## src/rtl/mux16_rr_sched_if.sv

```systemverilog
// ---------------------------------------------------------------------------
// mux16_rr_sched_if : request/grant/select bundle between requesters and scheduler
// Revision: 1.0
// ---------------------------------------------------------------------------
`default_nettype none

interface mux16_rr_sched_if;
  logic        en;
  logic [15:0] req;
  logic [15:0] gnt;
  logic        s0;
  logic        s1;
  logic        s2;
  logic        s3;
  logic        busy;

  modport master (
    output en, req,
    input  gnt, s0, s1, s2, s3, busy
  );

  modport slave (
    input  en, req,
    output gnt, s0, s1, s2, s3, busy
  );
endinterface

`default_nettype wire

```

## src/rtl/mux16_rr_sched.sv

```systemverilog
// ---------------------------------------------------------------------------
// mux16_rr_sched : round-robin owner of a 16:1 mux with bounded hold time
// Revision: 1.0
// ---------------------------------------------------------------------------
`default_nettype none

module mux16_rr_sched #(
  parameter int unsigned MAX_HOLD = 8
) (
  input  logic             clk,
  input  logic             reset,
  mux16_rr_sched_if.slave  bus
);

  typedef enum logic [0:0] {
    IDLE  = 1'b0,
    GRANT = 1'b1
  } state_t;

  localparam int unsigned    HOLD_LAST_INT = (MAX_HOLD == 0) ? 0 : MAX_HOLD - 1;
  localparam logic [7:0]     HOLD_LAST     = HOLD_LAST_INT[7:0];

  state_t      state, state_n;
  logic [3:0]  sel, sel_n;
  logic [3:0]  ptr, ptr_n;
  logic [7:0]  cnt, cnt_n;
  logic [15:0] gnt, gnt_n;
  logic        busy, busy_n;
  logic [4:0]  first_hit;
  logic [4:0]  next_hit;
  logic [3:0]  sel_inc;

  // Returns {found, index}; scanning downward lets the smallest offset win.
  function automatic logic [4:0] search(input logic [15:0] r,
                                        input logic [3:0]  start,
                                        input logic        use_mask,
                                        input logic [3:0]  mask_idx);
    logic [3:0] idx;
    logic [4:0] res;
    res = 5'd0;
    for (int i = 15; i >= 0; i--) begin
      idx = start + 4'(i);
      if (r[idx] && !(use_mask && (idx == mask_idx)))
        res = {1'b1, idx};
    end
    return res;
  endfunction

  assign sel_inc   = sel + 4'd1;
  assign first_hit = search(bus.req, ptr, 1'b0, 4'd0);
  assign next_hit  = search(bus.req, sel_inc, 1'b1, sel);

  always_comb begin
    state_n = state;
    sel_n   = sel;
    ptr_n   = ptr;
    cnt_n   = cnt;
    gnt_n   = gnt;
    case (state)
      IDLE: begin
        gnt_n = 16'd0;
        if (bus.en && (|bus.req)) begin
          sel_n   = first_hit[3:0];
          gnt_n   = 16'd1 << first_hit[3:0];
          cnt_n   = 8'd0;
          state_n = GRANT;
        end
      end
      GRANT: begin
        if (!bus.en) begin
          gnt_n   = 16'd0;
          ptr_n   = sel_inc;
          state_n = IDLE;
        end else if (!bus.req[sel]) begin
          ptr_n = sel_inc;
          cnt_n = 8'd0;
          if (next_hit[4]) begin
            sel_n = next_hit[3:0];
            gnt_n = 16'd1 << next_hit[3:0];
          end else begin
            gnt_n   = 16'd0;
            state_n = IDLE;
          end
        end else if ((MAX_HOLD != 0) && (cnt == HOLD_LAST)) begin
          // With no competitor the owner is simply re-granted.
          ptr_n = sel_inc;
          cnt_n = 8'd0;
          if (next_hit[4]) begin
            sel_n = next_hit[3:0];
            gnt_n = 16'd1 << next_hit[3:0];
          end
        end else if (cnt != 8'hFF) begin
          cnt_n = cnt + 8'd1;
        end
      end
      default: begin
        gnt_n   = 16'd0;
        state_n = IDLE;
      end
    endcase
    busy_n = |gnt_n;
  end

  always_ff @(posedge clk or posedge reset) begin
    if (reset) begin
      state <= IDLE;
      sel   <= 4'd0;
      ptr   <= 4'd0;
      cnt   <= 8'd0;
      gnt   <= 16'd0;
      busy  <= 1'b0;
    end else begin
      state <= state_n;
      sel   <= sel_n;
      ptr   <= ptr_n;
      cnt   <= cnt_n;
      gnt   <= gnt_n;
      busy  <= busy_n;
    end
  end

  assign bus.gnt  = gnt;
  assign bus.busy = busy;
  assign bus.s0   = sel[0];
  assign bus.s1   = sel[1];
  assign bus.s2   = sel[2];
  assign bus.s3   = sel[3];

endmodule

`default_nettype wire

```

## src/flat_wrapper.sv

```systemverilog
// flat-port wrapper written by rule: the top's interface ports become plain ports
module mux16_rr_sched_flat 
#(
  parameter int unsigned MAX_HOLD = 8
)
  (clk, reset, bus_en, bus_req, bus_gnt, bus_s0, bus_s1, bus_s2, bus_s3, bus_busy);
  mux16_rr_sched_if bus_i ();
  input  logic clk;
  input  logic reset;
  input wire logic [$bits(bus_i.en)-1:0] bus_en;
  input wire logic [$bits(bus_i.req)-1:0] bus_req;
  output wire logic [$bits(bus_i.gnt)-1:0] bus_gnt;
  output wire logic [$bits(bus_i.s0)-1:0] bus_s0;
  output wire logic [$bits(bus_i.s1)-1:0] bus_s1;
  output wire logic [$bits(bus_i.s2)-1:0] bus_s2;
  output wire logic [$bits(bus_i.s3)-1:0] bus_s3;
  output wire logic [$bits(bus_i.busy)-1:0] bus_busy;
  assign bus_i.en = bus_en;
  assign bus_i.req = bus_req;
  assign bus_gnt = bus_i.gnt;
  assign bus_s0 = bus_i.s0;
  assign bus_s1 = bus_i.s1;
  assign bus_s2 = bus_i.s2;
  assign bus_s3 = bus_i.s3;
  assign bus_busy = bus_i.busy;
  mux16_rr_sched #(.MAX_HOLD(MAX_HOLD)) u_core (.clk(clk), .reset(reset), .bus(bus_i));
endmodule
```

## config.mk

```make
export PLATFORM = sky130hd
export DESIGN_NAME = mux16_rr_sched_flat
export DESIGN_NICKNAME = d
export VERILOG_FILES = /design/src/rtl/mux16_rr_sched_if.sv /design/src/rtl/mux16_rr_sched.sv /design/src/flat_wrapper.sv
export SDC_FILE = /design/constraint.sdc
export NUM_CORES = 1
export LEC_CHECK = 0
export CAP_MARGIN = 30
export CORE_ASPECT_RATIO = 0.75
export CORE_MARGIN = 1
export CORE_UTILIZATION = 39
export DETAILED_ROUTE_END_ITERATION = 10
export GPL_ROUTABILITY_DRIVEN = 1
export PLACE_DENSITY_LB_ADDON = 0.25
export SYNTH_ARGS = -nofsm -noshare
export SYNTH_HDL_FRONTEND = slang
export SYNTH_SLANG_ARGS = --single-unit
```

## constraint.sdc

```tcl
create_clock -name clk -period 17.52 [get_ports clk]
set_input_delay 3.504 -clock clk [delete_from_list [all_inputs] [get_ports clk]]
set_output_delay 3.504 -clock clk [all_outputs]
set_load 0.01 [all_outputs]
```

==> run metrics <==
num ports 40; detailed-route DRC error count 0; Core Rows between 40 and 50; run status completed; routed vias/inst about 6.8; PnR worst setup slack 9480 ps; Area growth, synth to finish 8.71%; hold crit path type reg -> reg; CP max FO 12; Design Area, Final 7380 sq um; later-pin clock latency in the skew report between 200 and 300 ps; Final Setup Violations 0; antenna cell count 0; crit path time final 8040 ps; startpoint types input port; Slew HR 35.3%; placed cell areas 7230 sq um; Via Count roughly 6900; asr flop ratio synth 100%; clock buffer depth 2; GRT Util Overall 25.3%; most common flop cell mapped by yosys dfrtp_1; CTS H-tree depth 2; die width roughly 150 um; Final HPWL DP approximately 17000 um; worst hold-check slack a little over 500 ps; first-pass GRT wire length 35900 um; WL/cell 22.1 um; largest net degree at the start of global routing 52; initial antenna violation count 0; Starting Density between 40% and 50%; CTS tree yes; DRT iter0 DRCs ~1100; grt ovf 0; Post-DRT Antenna Nets 0; period utilization 45.9%; RSZ-0062 raised after global routing false; Yosys cell types 82; fin nets 834; Critical Path RT 17660 ps; setup_tns 0 ps; critical path capture point type register; port bufs 39; syn avg cell area 8.41 sq um; Core Footprint 16900 sq um; cts repair resizes 0; TritonCTS Sinks 34; Worst Skew 6.07 ps; total wire length 22500 um; Final Hold Fails 0; sequential share of the synthesized area 12.5%; FMAX around 120 MHz; drt pass-1 iters 6; routability congestion estimate 0.977; pre-CTS setup slack 9350 ps; Cells after Synth 808; measured slew at the worst slew-check pin 944 ps; post-CTS setup buffers 0; die area 18000 sq um; max-slew violations 0; Max-Cap Viols 0; vias in the first global route 6172; die span in y 116 um; reg2reg setup slack 11090 ps; Syn. warnings 0; layout cells sized above 1 15.6%; CTS Hold Bufs 0; Arr. time, crit path about 8200 ps; Post-synth EDFFs 0; Clock transition at path regs 60 ps; Cell Area, Synth 6790 sq um; crit path kind in -> reg; Seq cells post-synth 34; number of buffers created by CTS 5; CTS Root Buffer Type clkbuf_16; post-synth net total 840
[synth_stat cells (5+ instances only)]
library cell | n | area [sq um]
a211o_1 | 8 | 70.1
a211oi_1 | 12 | 90.1
a21oi_1 | 36 | 180
a221o_1 | 7 | 70.1
a221oi_1 | 7 | 61.3
a222oi_1 | 5 | 50.1
a22oi_1 | 10 | 75.1
a31oi_1 | 13 | 81.3
and2_1 | 10 | 62.6
and3_1 | 10 | 62.6
buf_1 | 5 | 18.8
buf_2 | 13 | 65.1
buf_6 | 6 | 67.6
clkbuf_1 | 37 | 139
dfrtp_1 | 34 | 851
ha_1 | 13 | 163
inv_1 | 21 | 78.8
mux2_2 | 34 | 383
mux2i_1 | 58 | 581
mux4_2 | 43 | 968
nand2_1 | 67 | 251
nand2b_1 | 12 | 75.1
nand3_1 | 21 | 105
nand4b_1 | 5 | 43.8
nor2_1 | 64 | 240
nor2b_1 | 17 | 106
nor3_1 | 22 | 110
nor4_1 | 9 | 56.3
o2111ai_1 | 7 | 61.3
o211ai_1 | 9 | 67.6
o21a_1 | 6 | 45.0
o21ai_0 | 43 | 215
o21bai_1 | 6 | 45.0
o22ai_1 | 11 | 68.8
o31ai_1 | 9 | 67.6
or2_2 | 5 | 31.3
xnor2_1 | 20 | 175
xor2_1 | 7 | 61.3
[logic make-up after synthesis]
kind of cell / Yosys count / synth area share, %
buffers and inverters: 88 / 5.88
AOI/OAI and AO/OA: 234 / 24.2
and+or+nand+nor: 267 / 19.8
muxes: 140 / 30.2
DFF: 34 / 12.5
xor gates and xnor gates: 32 / 4.94
adders and majority gates: 13 / 2.39
[sequential cells by signal, summed over array words and instances, names as in the netlist]
name             count
u_core.state         1
u_core.ptr           4
u_core.sel           4
u_core.bus.gnt      16
u_core.cnt           8
u_core.bus.busy      1
[layout make-up]
class                           count  area [sq um]
Tap cell                          215           269
Fill cell                        1685          9540
Timing Repair Buffer               50           473
Clock buffer                        6           139
Sequential cell                    34           852
Clock inverter                      2          12.5
Inverter                           25          93.8
Multi-Input combinational cell    686          5550
[metrics by stage]
stage | std cells | utilization, %
after floorplan | 808 | -
after global placement | 1010 | 42.7
after detailed placement | 1010 | 42.7
after CTS | 1018 | 43.6
after global routing | 1018 | 43.6
final | 1018 | 43.6
[cells in the final DEF (no fill, tap or decap), types with 22 or more instances in the layout]
| master | instances |
|---|---|
| nand2_1 | 67 |
| nor2_1 | 64 |
| mux2i_1 | 58 |
| mux4_2 | 43 |
| o21ai_0 | 43 |
| clkdlybuf4s50_1 | 39 |
| a21oi_1 | 36 |
| mux2_2 | 34 |
| dfrtp_1 | 33 |
| nor3_1 | 22 |
[critical path, cell delays in order]
cell and delay [ps]:
clkdlybuf4s50_1 750, mux2i_1 170, mux2i_1 490, o21ai_0 250, a211oi_1 420, nor2_1 260, a21oi_1 260, nor2_1 70
o311a_1 310, o31ai_1 540, nor2_1 180, a222oi_1 370, o2111ai_1 190, nor4_2 260, nand4b_1 140
[layer usage]
layer | global-route usage, % | wire length (um) | vias to the layer above
li1 | - | - | 3134
met1 | 39.5 | 10900 | 3320
met2 | 35.2 | 8760 | 415
met3 | 6.23 | 2610 | 20
met4 | 3.76 | 178 | 0
met5 | 0 | 0 | -
[path summary, 6_finish.rpt]
check | from | end | depth (start not counted)
max | bus_req[14] | u_core.bus.busy | 15
min | u_core.cnt[7] | u_core.cnt[7] | 1
max reg2reg | u_core.sel[0] | u_core.bus.busy | 20
min reg2reg | u_core.cnt[7] | u_core.cnt[7] | 1
max in group asynchronous | reset | u_core.sel[0] | 3
min in group asynchronous | reset | u_core.cnt[2] | 3
Power is left out: the tool's default activity adds up to more than one toggle a clock period on the data nets, which glitch-free logic cannot reach.
